File: src/rtl/alu_operand_collector.sv
// alu_operand_collector: accepts one decoded ALU instruction, reads its source
// registers one slot per cycle through a single synchronous RF read port, and
// presents op + operands to the ALU under valid/ready.
// Optional feature: define ALU_OC_BYPASS_EN to merge in-flight writeback data
// into collected operands (the RF itself is read-before-write).

package alu_oc_pkg;
  typedef enum logic [3:0] {
    ALU_ADD  = 4'd0,
    ALU_SUB  = 4'd1,
    ALU_AND  = 4'd2,
    ALU_OR   = 4'd3,
    ALU_XOR  = 4'd4,
    ALU_SLL  = 4'd5,
    ALU_SRL  = 4'd6,
    ALU_SRA  = 4'd7,
    ALU_SLT  = 4'd8,
    ALU_SLTU = 4'd9
  } alu_op_t;
endpackage

module alu_operand_collector
  import alu_oc_pkg::*;
#(
  parameter int unsigned XLEN      = 32,
  parameter int unsigned NumInPort = 2,
  parameter int unsigned RegAddrW  = 5
) (
  input  logic                                clk_i,
  input  logic                                rst_i,
  input  logic                                req_valid_i,
  output logic                                req_ready_o,
  input  alu_op_t                             req_op_i,
  input  logic [NumInPort-1:0][RegAddrW-1:0]  req_rs_i,
  input  logic                                req_use_imm_i,
  input  logic [XLEN-1:0]                     req_imm_i,
  input  logic [RegAddrW-1:0]                 req_rd_i,
  output logic                                rf_re_o,
  output logic [RegAddrW-1:0]                 rf_raddr_o,
  input  logic [XLEN-1:0]                     rf_rdata_i,
  input  logic                                wb_valid_i,
  input  logic [RegAddrW-1:0]                 wb_addr_i,
  input  logic [XLEN-1:0]                     wb_data_i,
  output logic                                alu_valid_o,
  input  logic                                alu_ready_i,
  output alu_op_t                             alu_op_o,
  output logic [NumInPort-1:0][XLEN-1:0]      operand_o,
  output logic [RegAddrW-1:0]                 alu_rd_o
);

  localparam int unsigned KW = (NumInPort > 1) ? $clog2(NumInPort) : 1;
  localparam logic [KW-1:0] LastK = KW'(NumInPort - 1);

  typedef enum logic [1:0] {
    S_IDLE  = 2'd0,
    S_READ  = 2'd1,
    S_DRAIN = 2'd2,
    S_ISSUE = 2'd3
  } state_e;

  state_e                             state_q, state_d;
  logic [KW-1:0]                      k_q, k_d;
  // Previous slot issued an RF read whose data arrives this cycle.
  logic                               pend_q, pend_d;
  alu_op_t                            op_q;
  logic [NumInPort-1:0][RegAddrW-1:0] rs_q;
  logic                               use_imm_q;
  logic [XLEN-1:0]                    imm_q;
  logic [RegAddrW-1:0]                rd_q;
  logic [NumInPort-1:0][XLEN-1:0]     operand_q, operand_d;

  logic                               accept_s;
  logic                               slot_reads_s;
  logic                               req_ready_s;
  logic                               alu_valid_s;
  logic                               rf_re_s;
  logic [RegAddrW-1:0]                raddr_s;
  logic [KW-1:0]                      cap_idx_s;
  logic [NumInPort-1:0]               byp_hit_s;

  // Decide whether the current slot needs the RF (x0 and the immediate slot do not).
  always_comb begin
    slot_reads_s = (rs_q[k_q] != {RegAddrW{1'b0}}) && !(use_imm_q && (k_q == LastK));
  end

`ifdef ALU_OC_BYPASS_EN
  // Per-slot writeback match, live from the slot's read cycle through the issue handshake.
  always_comb begin
    byp_hit_s = '0;
    for (int j = 0; j < int'(NumInPort); j++) begin
      if (wb_valid_i && (wb_addr_i == rs_q[j]) && (rs_q[j] != {RegAddrW{1'b0}}) &&
          !(use_imm_q && (j == int'(NumInPort) - 1))) begin
        case (state_q)
          S_READ:           byp_hit_s[j] = (int'(k_q) >= j);
          S_DRAIN, S_ISSUE: byp_hit_s[j] = 1'b1;
          default:          byp_hit_s[j] = 1'b0;
        endcase
      end else begin
        byp_hit_s[j] = 1'b0;
      end
    end
  end
`else
  assign byp_hit_s = '0;
  logic unused_wb_s;
  assign unused_wb_s = ^{wb_valid_i, wb_addr_i, wb_data_i};
`endif

  // Next-state and control decode; every slot spends exactly one cycle in READ.
  always_comb begin
    state_d     = state_q;
    k_d         = k_q;
    pend_d      = pend_q;
    accept_s    = 1'b0;
    req_ready_s = 1'b0;
    alu_valid_s = 1'b0;
    rf_re_s     = 1'b0;
    raddr_s     = {RegAddrW{1'b0}};
    case (state_q)
      S_IDLE: begin
        req_ready_s = 1'b1;
        if (req_valid_i) begin
          accept_s = 1'b1;
          state_d  = S_READ;
          k_d      = {KW{1'b0}};
          pend_d   = 1'b0;
        end else begin
          state_d = S_IDLE;
        end
      end
      S_READ: begin
        rf_re_s = slot_reads_s;
        raddr_s = slot_reads_s ? rs_q[k_q] : {RegAddrW{1'b0}};
        // A bypass in the read cycle already holds the fresh value; skip the stale RF data.
        pend_d  = slot_reads_s && !byp_hit_s[k_q];
        if (k_q == LastK) begin
          state_d = S_DRAIN;
          k_d     = {KW{1'b0}};
        end else begin
          k_d = k_q + KW'(1);
        end
      end
      S_DRAIN: begin
        pend_d  = 1'b0;
        state_d = S_ISSUE;
      end
      S_ISSUE: begin
        alu_valid_s = 1'b1;
        if (alu_ready_i) begin
          state_d = S_IDLE;
        end else begin
          state_d = S_ISSUE;
        end
      end
      default: begin
        state_d = S_IDLE;
      end
    endcase
  end

  // Operand update: RF capture for the previous slot, fill for non-reading slots, bypass last.
  always_comb begin
    operand_d = operand_q;
    cap_idx_s = (state_q == S_DRAIN) ? LastK : (k_q - KW'(1));
    if (pend_q && ((state_q == S_READ) || (state_q == S_DRAIN))) begin
      operand_d[cap_idx_s] = rf_rdata_i;
    end else begin
      operand_d[cap_idx_s] = operand_q[cap_idx_s];
    end
    if ((state_q == S_READ) && !slot_reads_s) begin
      operand_d[k_q] = (use_imm_q && (k_q == LastK)) ? imm_q : {XLEN{1'b0}};
    end else begin
      operand_d[k_q] = operand_d[k_q];
    end
    for (int j = 0; j < int'(NumInPort); j++) begin
      if (byp_hit_s[j]) begin
        operand_d[j] = wb_data_i;
      end else begin
        operand_d[j] = operand_d[j];
      end
    end
  end

  // Control state registers.
  always_ff @(posedge clk_i) begin
    if (rst_i) begin
      state_q <= S_IDLE;
      k_q     <= {KW{1'b0}};
      pend_q  <= 1'b0;
    end else begin
      state_q <= state_d;
      k_q     <= k_d;
      pend_q  <= pend_d;
    end
  end

  // Request latch and operand storage.
  always_ff @(posedge clk_i) begin
    if (rst_i) begin
      op_q      <= ALU_ADD;
      rs_q      <= '0;
      use_imm_q <= 1'b0;
      imm_q     <= {XLEN{1'b0}};
      rd_q      <= {RegAddrW{1'b0}};
      operand_q <= '0;
    end else begin
      operand_q <= operand_d;
      if (accept_s) begin
        op_q      <= req_op_i;
        rs_q      <= req_rs_i;
        use_imm_q <= req_use_imm_i;
        imm_q     <= req_imm_i;
        rd_q      <= req_rd_i;
      end
    end
  end

  // Handshake and RF strobes are forced low for the whole time reset is held.
  assign req_ready_o = req_ready_s & ~rst_i;
  assign alu_valid_o = alu_valid_s & ~rst_i;
  assign rf_re_o     = rf_re_s & ~rst_i;
  assign rf_raddr_o  = rst_i ? {RegAddrW{1'b0}} : raddr_s;
  assign alu_op_o    = op_q;
  assign operand_o   = operand_q;
  assign alu_rd_o    = rd_q;

endmodule

File: config.mk
export PLATFORM = sky130hd
export DESIGN_NAME = alu_operand_collector
export DESIGN_NICKNAME = d
export VERILOG_FILES = /design/src/rtl/alu_operand_collector.sv
export SDC_FILE = /design/constraint.sdc
export NUM_CORES = 1
export LEC_CHECK = 0
export CORE_UTILIZATION = 42
export DETAILED_ROUTE_END_ITERATION = 8
export GPL_TIMING_DRIVEN = 0
export PLACE_DENSITY = 0.78
export SYNTH_ARGS = -nofsm -noshare
export SYNTH_HDL_FRONTEND = slang
export SYNTH_SLANG_ARGS = --single-unit
File: constraint.sdc
create_clock -name clk_i -period 2 [get_ports clk_i]
set_input_delay 0.4 -clock clk_i [delete_from_list [all_inputs] [get_ports clk_i]]
set_output_delay 0.4 -clock clk_i [all_outputs]
set_load 0.05 [all_outputs]
==> flow_summary.json, run 1 <==
{
  "status": "finished, violations left",
  "violations": "setup timing",
  "startpoint_type": "flip-flop",
  "overflow": 0,
  "firstDrtPassIters": 4,
  "cp.arrival_ns": 1.82,
  "cpMaxStageDelayCell": "dfxtp_4",
  "fillers": 922,
  "vias_per_cell": 4.956,
  "clk_latency_ns": 0.50,
  "maxSlewViolCount": 0,
  "core_sq_um": 10890,
  "syn_area_sq_um": 4732,
  "fin_crit_ns": 2.218,
  "synth_nets": 694,
  "worst-setup-path-type": "flip-flop to output port",
  "crit_family": "simple AND/OR/NAND/NOR gates",
  "yosys_warnings": 0,
  "leakagePower_uw": 0.002910,
  "setup_viol": 6,
  "synth_commonest_cells": "nand2_1 (205), dfxtp_1 (120), a21oi_1 (86), mux2i_1 (37), o21ai_0 (19)",
  "rr_worst_depth": 7,
  "die_h_microns": 108.1,
  "grt_pass1_vias": 4554,
  "io_buffers": 167,
  "synth_area_per_cell_sq_um": 8.405,
  "path_depth": 6,
  "layout.nets": 888,
  "synth_edf_count": 0,
  "maxCapViolations": 0,
  "tightest_slew_ns": 0.5531,
  "grt_use_total_pct": 23.21,
  "power_uw": 7474,
  "max-slew-margin-rel_pct": 63.27,
  "antenna_found_initial": 0,
  "yosysMostFrequentCell": "nand2_1",
  "slowest_delay_ns": 0.38,
  "period_share_pct": 110.9,
  "post_route_cells_drive_above_1_share_pct": 12.48,
  "hold_class": "input pin to flip-flop",
  "ys_ff_latch": 120,
  "rrSetupSlack_ns": 0.15,
  "dpl.hpwl_microns": 9595,
  "ys.flop_type": "dfxtp_1",
  "pin_count": 207,
  "start_util_pct": 43.46,
  "areaGrowthSynthToFinish_pct": 51.40,
  "num_rows": 38,
  "vias": 4505,
  "yosys.area.top_type": "dfxtp_1",
  "crit_path_max_fanout": 7,
  "rsz0062_at_grt": "true",
  "cellPowerDensity_nw_per_um2": 1043,
  "antenna_cells": 0,
  "grt_max_degree": 17,
  "ys_seq_area_share_pct": 50.77,
  "cts.htree.levels": 4,
  "gp_routability_congestion": 0.8382,
  "hold_viol": 0,
  "clk_transition_reported_paths_ns": 0.05,
  "cts_tree": "built",
  "post_synth_num_cell_types": 37,
  "cp_data_required_time_ns": 1.60,
  "hold_depth": 4,
  "async_flop_share_pct": 0,
  "wl_microns": 13110,
  "max_clock_freq_ghz": 0.4508,
  "ys_top_cells_by_area": "dfxtp_1 (51%), nand2_1 (16%), a21oi_1 (9.1%), mux2i_1 (7.8%), o21ai_0 (2.0%)",
  "critPathBufInv": 2,
  "die_area_sq_um": 11700,
  "drcViolationCount": 0,
  "fin_skew_ns": 0.008969,
  "cts-root-buf": "clkbuf_8",
  "crit_path_end_kind": "output port",
  "cp_cell_sequence": "buf_8 -> nor4_4 -> o221ai_2 -> nand4b_4 -> nor2_2 -> buf_6",
  "wire_per_inst_microns": 14.42,
  "pre_cts_ws_ns": -0.5156,
  "grt_pass1_wl_microns": 21030,
  "setup_slack_ns": -0.2182,
  "synth_top_area_share_pct": 50.77,
  "drt-initial-drc-count": 195,
  "ant_nets": 0,
  "ir_drop_mv": 0.5851,
  "clock_sinks": 120,
  "cts_made_buffers": 17,
  "die_width_microns": 108.1,
  "cts_buffer_depth": 2,
  "synthCells": 563
}
-- layout by cell type (no fill, tap or decap), drive strengths merged, types with 2 or more instances in the layout --
| master | n |
|---|---|
| nor4 | 2 |
| inv | 5 |
| clkinvlp | 4 |
| o21ai | 34 |
| nor2 | 9 |
| ha | 5 |
| mux2i | 37 |
| dfxtp | 120 |
| nand2b | 3 |
| buf | 40 |
| nand2 | 206 |
| clkbuf | 31 |
| nor3 | 3 |
| clkdlybuf4s50 | 86 |
| clkinv | 7 |
| nor2b | 5 |
| dlygate4sd2 | 73 |
| a21oi | 86 |
-- layout make-up --
type | instances | area (sq um) | share of cell area, %
buffer | 37 | 215.2 | 3.004
clock buffer | 18 | 417.9 | 5.833
clock inverter | 13 | 107.6 | 1.502
inverter | 4 | 15.01 | 0.2096
multi-input combinational | 402 | 2173 | 30.34
sequential | 120 | 2412 | 33.67
tap | 140 | 175.2 | 2.445
timing repair buffer | 175 | 1648 | 23.00
-- registers in the layout, indices dropped and copies added, names as in the netlist --
| name | cells |
|---|---|
| use_imm_q | 1 |
| imm_q | 32 |
| alu_op_o | 4 |
| state_q | 2 |
| alu_rd_o | 5 |
| operand_o | 64 |
| pend_q | 1 |
| k_q | 1 |
| rs_q | 10 |
-- per-stage QoR --
step           cells  hold slack (ns)  area, sq um  util, %  setup TNS (ns)
2_1_floorplan    563           0.4249         4732        -         -0.3364
3_3_place_gp     870           0.4346         6579    60.42          -3.313
3_5_place_dp     870           0.4408         6579    60.42          -3.421
4_1_cts          907           0.3965         7128    65.47          -1.294
5_1_grt          909           0.4288         7164    65.80          -1.688
6_report         909           0.4111         7164    65.80          -1.224
-- cell families after synthesis --
logic type	Yosys count	synth area share [%]
DFF	120	50.77
adders and majority gates	5	1.322
and+or+nand+nor	235	21.18
AOI/OAI and AO/OA	125	14.12
muxes	37	7.827
buffers and inverters	41	4.786
-- layer usage --
metal	global-route usage (%)	part of all wire [%]	wire length (microns)	vias to the layer above
met2	40.90	50	6568	150
met3	4.641	5.8	761	22
li1	-	-	-	2250
met5	0	0	0	-
met4	10.96	2.3	303	0
met1	26.85	42	5477	2083
-- worst paths after layout --
check             startpoint       endpoint
setup reg to reg  state_q[0]   operand_o[7]
hold / removal         rst_i  operand_o[63]
hold reg to reg    imm_q[29]  operand_o[61]
setup / recovery         k_q  rf_raddr_o[1]
-- worst register-to-register path, stage by stage (launching register included) --
cell and delay, ns:
dfxtp_2 0.40, inv_1 0.11, ha_1 0.31, nor2b_4 0.18, nand3_1 0.27, buf_2 0.29
nand2_1 0.10, a21oi_1 0.06
-- power by group --
part,leakage (uW),switching (uW),internal [uW],total [uW]
clock,0.000252,1060,1630,2690
combinational,0.00168,1170,761,1930
sequential,0.000978,193,2670,2860
-- repair_timing --
item                                    CTS  global route
pin swaps                                 9             4
gates cloned                              0             0
setup buffers                             6             2
hold buffers                              0             0
endpoints found under the setup margin   81             9
resized for setup                       145             5
Note: power is estimated with default switching activity, not from simulation.
==> inputs of run 2 (changes only) <==
- ABC_CLOCK_PERIOD_IN_PS: unset -> 2000
- CAP_MARGIN: unset -> 20
==> results of run 2 <==
Same layout as run 1: the final DEF is identical, and so are final timing and power.
